$ cat src/rtl/periph_bus_responder.sv
// Memory-mapped timer/LED/seven-segment responder at 0x40000000; combinational read, one-cycle write.
// Optional SYSTICK free-running counter at offset 5 is built only when PERIPH_SYSTICK_EN is defined.
module periph_bus_responder (
  input  logic        clk,
  input  logic        reset,
  input  logic [31:0] Address,
  input  logic [31:0] Write_data,
  input  logic        MemRead,
  input  logic        MemWrite,
  output logic [31:0] Read_data,
  output logic        Hit,
  output logic [7:0]  leds,
  output logic [11:0] digits,
  output logic        irq
);

  localparam logic [26:0] BASE_PAGE = 27'h2000000;

  logic        in_page;
  logic [2:0]  offset;
  logic        wr_en;
  logic        reload;
  logic        reload_set;
  logic [31:0] rd_val;
  logic [31:0] th;
  logic [31:0] tl;
  logic [2:0]  tcon;
  logic [7:0]  led;
  logic [11:0] digi;
  logic        unused_addr;

  assign unused_addr = ^Address[1:0];
  assign in_page     = (Address[31:5] == BASE_PAGE);
  assign offset      = Address[4:2];

`ifdef PERIPH_SYSTICK_EN
  logic [31:0] systick;
  assign Hit = in_page && (offset <= 3'd5);
`else
  assign Hit = in_page && (offset <= 3'd4);
`endif

  assign wr_en      = MemWrite && Hit;
  assign reload     = tcon[0] && (tl == 32'hFFFF_FFFF);
  assign reload_set = reload && tcon[1];

  always_comb begin
    rd_val = 32'h0;
    case (offset)
      3'd0: rd_val = th;
      3'd1: rd_val = tl;
      3'd2: rd_val = {29'h0, tcon};
      3'd3: rd_val = {24'h0, led};
      3'd4: rd_val = {20'h0, digi};
`ifdef PERIPH_SYSTICK_EN
      3'd5: rd_val = systick;
`endif
      default: rd_val = 32'h0;
    endcase
  end

  assign Read_data = (MemRead && Hit) ? rd_val : 32'h0;

  always_ff @(posedge clk or negedge reset) begin
    if (!reset) begin
      th <= 32'h0;
    end else if (wr_en && offset == 3'd0) begin
      th <= Write_data;
    end
  end

  // CPU write beats the increment/reload in the same cycle.
  always_ff @(posedge clk or negedge reset) begin
    if (!reset) begin
      tl <= 32'h0;
    end else if (wr_en && offset == 3'd1) begin
      tl <= Write_data;
    end else if (tcon[0]) begin
      tl <= reload ? th : tl + 32'd1;
    end
  end

  // A status raised by a reload survives a simultaneous CPU write of 0.
  always_ff @(posedge clk or negedge reset) begin
    if (!reset) begin
      tcon <= 3'b000;
    end else if (wr_en && offset == 3'd2) begin
      tcon <= {Write_data[2] | reload_set, Write_data[1:0]};
    end else if (reload_set) begin
      tcon[2] <= 1'b1;
    end
  end

  always_ff @(posedge clk or negedge reset) begin
    if (!reset) begin
      led <= 8'h0;
    end else if (wr_en && offset == 3'd3) begin
      led <= Write_data[7:0];
    end
  end

  always_ff @(posedge clk or negedge reset) begin
    if (!reset) begin
      digi <= 12'h0;
    end else if (wr_en && offset == 3'd4) begin
      digi <= Write_data[11:0];
    end
  end

`ifdef PERIPH_SYSTICK_EN
  always_ff @(posedge clk or negedge reset) begin
    if (!reset) begin
      systick <= 32'h0;
    end else begin
      systick <= systick + 32'd1;
    end
  end
`endif

  assign irq    = tcon[1] & tcon[2];
  assign leds   = led;
  assign digits = digi;

endmodule

$ cat config.mk
export PLATFORM = sky130hd
export DESIGN_NAME = periph_bus_responder
export DESIGN_NICKNAME = d
export VERILOG_FILES = /design/src/rtl/periph_bus_responder.sv
export SDC_FILE = /design/constraint.sdc
export NUM_CORES = 1
export LEC_CHECK = 0
export CORE_UTILIZATION = 40
export CTS_CLUSTER_SIZE = 20
export DETAILED_ROUTE_END_ITERATION = 6
export GPL_TIMING_DRIVEN = 0
export PLACE_DENSITY = 0.67
export SLEW_MARGIN = 20
export SYNTH_ARGS = -nofsm -noshare
export SYNTH_HDL_FRONTEND = slang
export SYNTH_SLANG_ARGS = --single-unit
$ cat constraint.sdc
create_clock -name clk -period 2.6 [get_ports clk]
set_input_delay 0.52 -clock clk [delete_from_list [all_inputs] [get_ports clk]]
set_output_delay 0.52 -clock clk [all_outputs]
set_load 0.02 [all_outputs]
; ---- After elaboration in Yosys (flattened, before gate mapping)
; Index checks and enable logic that the tools add are counted.
[word_totals]
register_bits = 87
[op_classes]
order_cmp = 1
n_mux = 7
eq_ne = 6
reduce_logical = 13
bitwise_logic = 2
n_addsub = 1
[op_table]
columns = op, count
row1 = $pmux 32 s5, 1
row2 = $mux 32, 4
row3 = $add 32x1->32 const B, 1
row4 = $eq 32x32->1 const B, 1
row5 = $eq 27x26->1 const B, 1
row6 = $logic_and 1x1->1, 10
row7 = $eq 3x2->1 const B, 2
row8 = $reduce_bool 2->1, 2
row9 = $eq 3x1->1 const B, 1
row10 = $eq 3x3->1 const B, 1
row11 = $le 3x3->1 const B, 1
row12 = $logic_not 3->1, 1
row13 = $mux 1, 2
row14 = $and 1x1->1, 1
row15 = $or 1x1->1, 1

; ---- Longest topological paths before layout
[depth]
depth_word = 5
ltp_mapped = 9
depth_no_buf = 7

; ---- Worst setup path before layout
; Ideal clock, no wire load.
[synth_timing]
path_kind = input-to-output
start = in Address[3]
end = out Read_data[10]
cell_stages = 7
path_buffers = 2
slack_ps = -466
arrival_time_ps = 2546
path_cell_list = clkbuf_1 -> o21ai_1 -> nand3_1 -> nor3_1 -> nand2_1 -> clkbuf_1 -> nor3_1
[synth_between]
elab_chain_cells = 4
elab_cells_between_ends = 10
[synth_lines]
columns = item, line
row1 = start: declaration, 6  ; input logic [31:0] Address,
row2 = $le 3x3->1, 40  ; assign Hit = in_page && (offset <= 3'd4);
row3 = $logic_and 1x1->1, 40
row4 = net Hit, 11  ; output logic Hit,
row5 = $logic_and 1x1->1, 62  ; assign Read_data = (MemRead && Hit) ? rd_val : 32'h0;
row6 = $mux 32, 62
row7 = end: declaration, 10  ; output logic [31:0] Read_data,
; The timed path passes the listed nets, and every way through them passes these cells.

; ---- Worst setup path in the final report
[layout_timing]
start = in Address[19]
end = out Read_data[29]
[layout_between]
elab_chain_cells = 4
[layout_lines]
columns = item, line
row1 = $eq 27x26->1, 33  ; assign in_page = (Address[31:5] == BASE_PAGE);
row2 = $logic_and 1x1->1, 40
row3 = $logic_and 1x1->1, 62
row4 = $mux 32, 62
; Every way passes these cells.

==> results.yml <==
outcome:
  status: "finished, final reports clean"
route:
  wire_per_inst_um: 19.5
  drt_drc_violations_left: 0
  drt_iter0_drc: 307
  via_per_inst: 5.85
  finalWirelength_um: 16900
  antenna_left: 0
  dr_total_vias: 5082
  dr.pass1.iters: 5
sta:
  setup-violations-final: 0
  worst_pin_slew_ps: 612
  max_freq_mhz: 385
  fin_crit_ps: 2590
  hold_violations: 0
  skew_ps: 4.27
  holdWs_ps: 151
  grt_setup_unrepaired: "true"
  slew_violations: 0
  fin_crit_sh_pct: 99.8
  slew_headroom_pct: 59.2
global_routing:
  antenna_found_initial: 0
  grt_pass1_wl_um: 26600
  grt_max_degree: 50
  grt-ovfl-total: 0
  first_global_vias: 5058
  track_usage_pct: 26.9
placed_design:
  dp_hpwl_um: 11700
  portBuffers: 118
  dp.cells: 834
  routabilityCongestion: 0.906
die:
  initial_core_util_pct: 41.7
  row_count: 40
  die_w_um: 115
  core_area_um2: 12200
  die_h_um: 115
  io_pins: 122
  die_area_um2: 13100
logic_synthesis:
  avgSynthCellArea_um2: 9.26
  synth_top_cell_by_area: "dfrtp_1"
  ys.flop_type: "dfrtp_1"
  syn_nets: 616
  ys_seq_elements: 87
  ys_top_cells_by_area: "dfrtp_1, mux2_2, nor2_1"
  ys.warnings.count: 0
  yosysUniqueCellTypes: 47
  yosysTopAreaCellShare_pct: 43.0
  syn_inst: 547
  synthArstFlopShare_pct: 100
  synth_seq_area_share_pct: 43.0
  syn_area_um2: 5070
  synth_edf_count: 0
critical_path:
  endpoint_kind: "output pin"
  cp_slowest_stage_delay_ps: 280
  crit_chain: "dlygate4sd2_1 -> nor4_1 -> nand2_1 -> nor3_4 -> nand2_4 -> buf_12 -> clkbuf_16 -> nor2_4 -> buf_6"
  cp_data_required_time_ps: 2080
  worst-setup-path-type: "input pin to output pin"
  crit_fanout: 7
  crit_arrival_ps: 2070
  cp_slowest_cell: "nor4_1"
  startpoint_type: "input pin"
worst_hold_path:
  hold_class: "input pin to async pin"
pwr:
  p_total_mw: 3.15
  p_per_area_nw_per_um2: 415
  irDropWorstVdd_mv: 0.332
  leakage_nw: 3.20
cts:
  tritoncts: "yes"
  clockBufferDepth: 2
  cts_root_buffer: "clkbuf_16"
  clk_latency_ps: 340
  numCtsBuffers: 9
  cts_sinks: 87
  cts.clk_slew.worst_paths_ps: 60
  h-tree-depth: 3
finish:
  multi_input_area_um2: 3150
  drive_above_1_share_pct: 33.1
  layout_commonest_cell: "dfrtp_1"
  mostFrequentLayoutCells: "dfrtp_1, mux2_2, clkdlybuf4s50_1"
  area.growth.synth_to_final_pct: 50.0
  n_antenna_cell: 0
  nNetsFinal: 765
  area.sequential_um2: 2190
  fillers: 1057
  final_cells: 869
run:
  max_cap_viol_count: 0
==> kinds of logic after synthesis <==
group                      share of synthesized area, %
AOI/OAI and AO/OA                                  16.9
xor gates and xnor gates                           1.21
adders and majority gates                         0.247
buffers and inverters                              3.19
DFF                                                43.0
muxes                                              15.2
and+or+nand+nor                                    20.3
==> critical path, delay by kind of cell <==
family | cells | cell delay (ps)
AND/OR/NAND/NOR | 5 | 860
buffers and inverters | 4 | 680
==> cells in the mapped netlist (5+ instances only) <==
library cell,count
dfrtp_1,87
mux2_2,56
clkbuf_1,21
nor3_1,16
or4_1,5
mux2i_1,14
o21ai_1,8
nand3_1,21
a21oi_1,43
nand2_1,54
a211oi_1,6
and4_1,6
buf_2,8
and3_1,6
nand4_1,7
a31oi_1,7
and2_1,5
nor2_1,67
o31ai_1,11
a22oi_1,31
nor4_1,14
o211ai_1,6
xnor2_1,5
o21ai_0,6
==> timing repair <==
item	4_1_cts	5_1_grt
endpoints found under the setup margin	116	71
pin swaps	37	8
cloned	3	0
buffers inserted	5	13
hold buffers	0	0
resized for setup	334	51
==> sequential cells by signal (all words and copies together) (netlist names) <==
signal	cells
th	32
tl	32
tcon	3
leds	8
digits	12
==> metal layers <==
| layer | global-route usage [%] | part of all wire, % | vias to the layer above |
|---|---|---|---|
| met5 | 0 | 0 | - |
| met3 | 6.46 | 7.6 | 34 |
| met4 | 11.4 | 2.5 | 0 |
| met2 | 43.0 | 47 | 262 |
| met1 | 34.8 | 43 | 2451 |
| li1 | - | - | 2335 |
==> through the flow <==
step	worst slack, ps	utilization [%]	setup TNS, ps	instance area, um2
after detailed placement	-1640	53.9	-102840	6560
after global routing	-150	62.5	-3700	7600
after floorplan	9.22	-	0	5140
final	5.26	62.5	0	7600
after CTS	-13.2	60.4	-13.2	7340
after global placement	-2150	53.7	-284290	6530
==> power by group <==
part / internal [mW] / total, mW / switching, mW
clock: 1.03 / 1.58 / 0.542
sequential: 1.35 / 1.35 / 0.0000204
combinational: 0.106 / 0.223 / 0.117
==> worst paths after layout <==
check / start / endpoint / slack (ps) / cells past startpoint
worst max-delay path: Address[19] / Read_data[29] / 5 / 9
worst min-delay path: reset / digits[9] / 150 / 1
min in group clk: tcon[2] / tcon[2] / 530 / 2
max in group asynchronous: reset / tl[1] / 1810 / 2
worst min register to register: tcon[2] / tcon[2] / 530 / 2
worst max register to register: tl[0] / tl[25] / 90 / 7
==> area by class of cell <==
type	count	area share, %
multi-input cells	421	41.4
flip-flops and latches	87	28.8
repair buffers	140	18.6
plain buffers	32	3.44
clock buffers	10	3.01
well taps	168	2.76
clock inverters	6	1.74
inverters	5	0.247
Note: power is estimated with default switching activity, not from simulation.
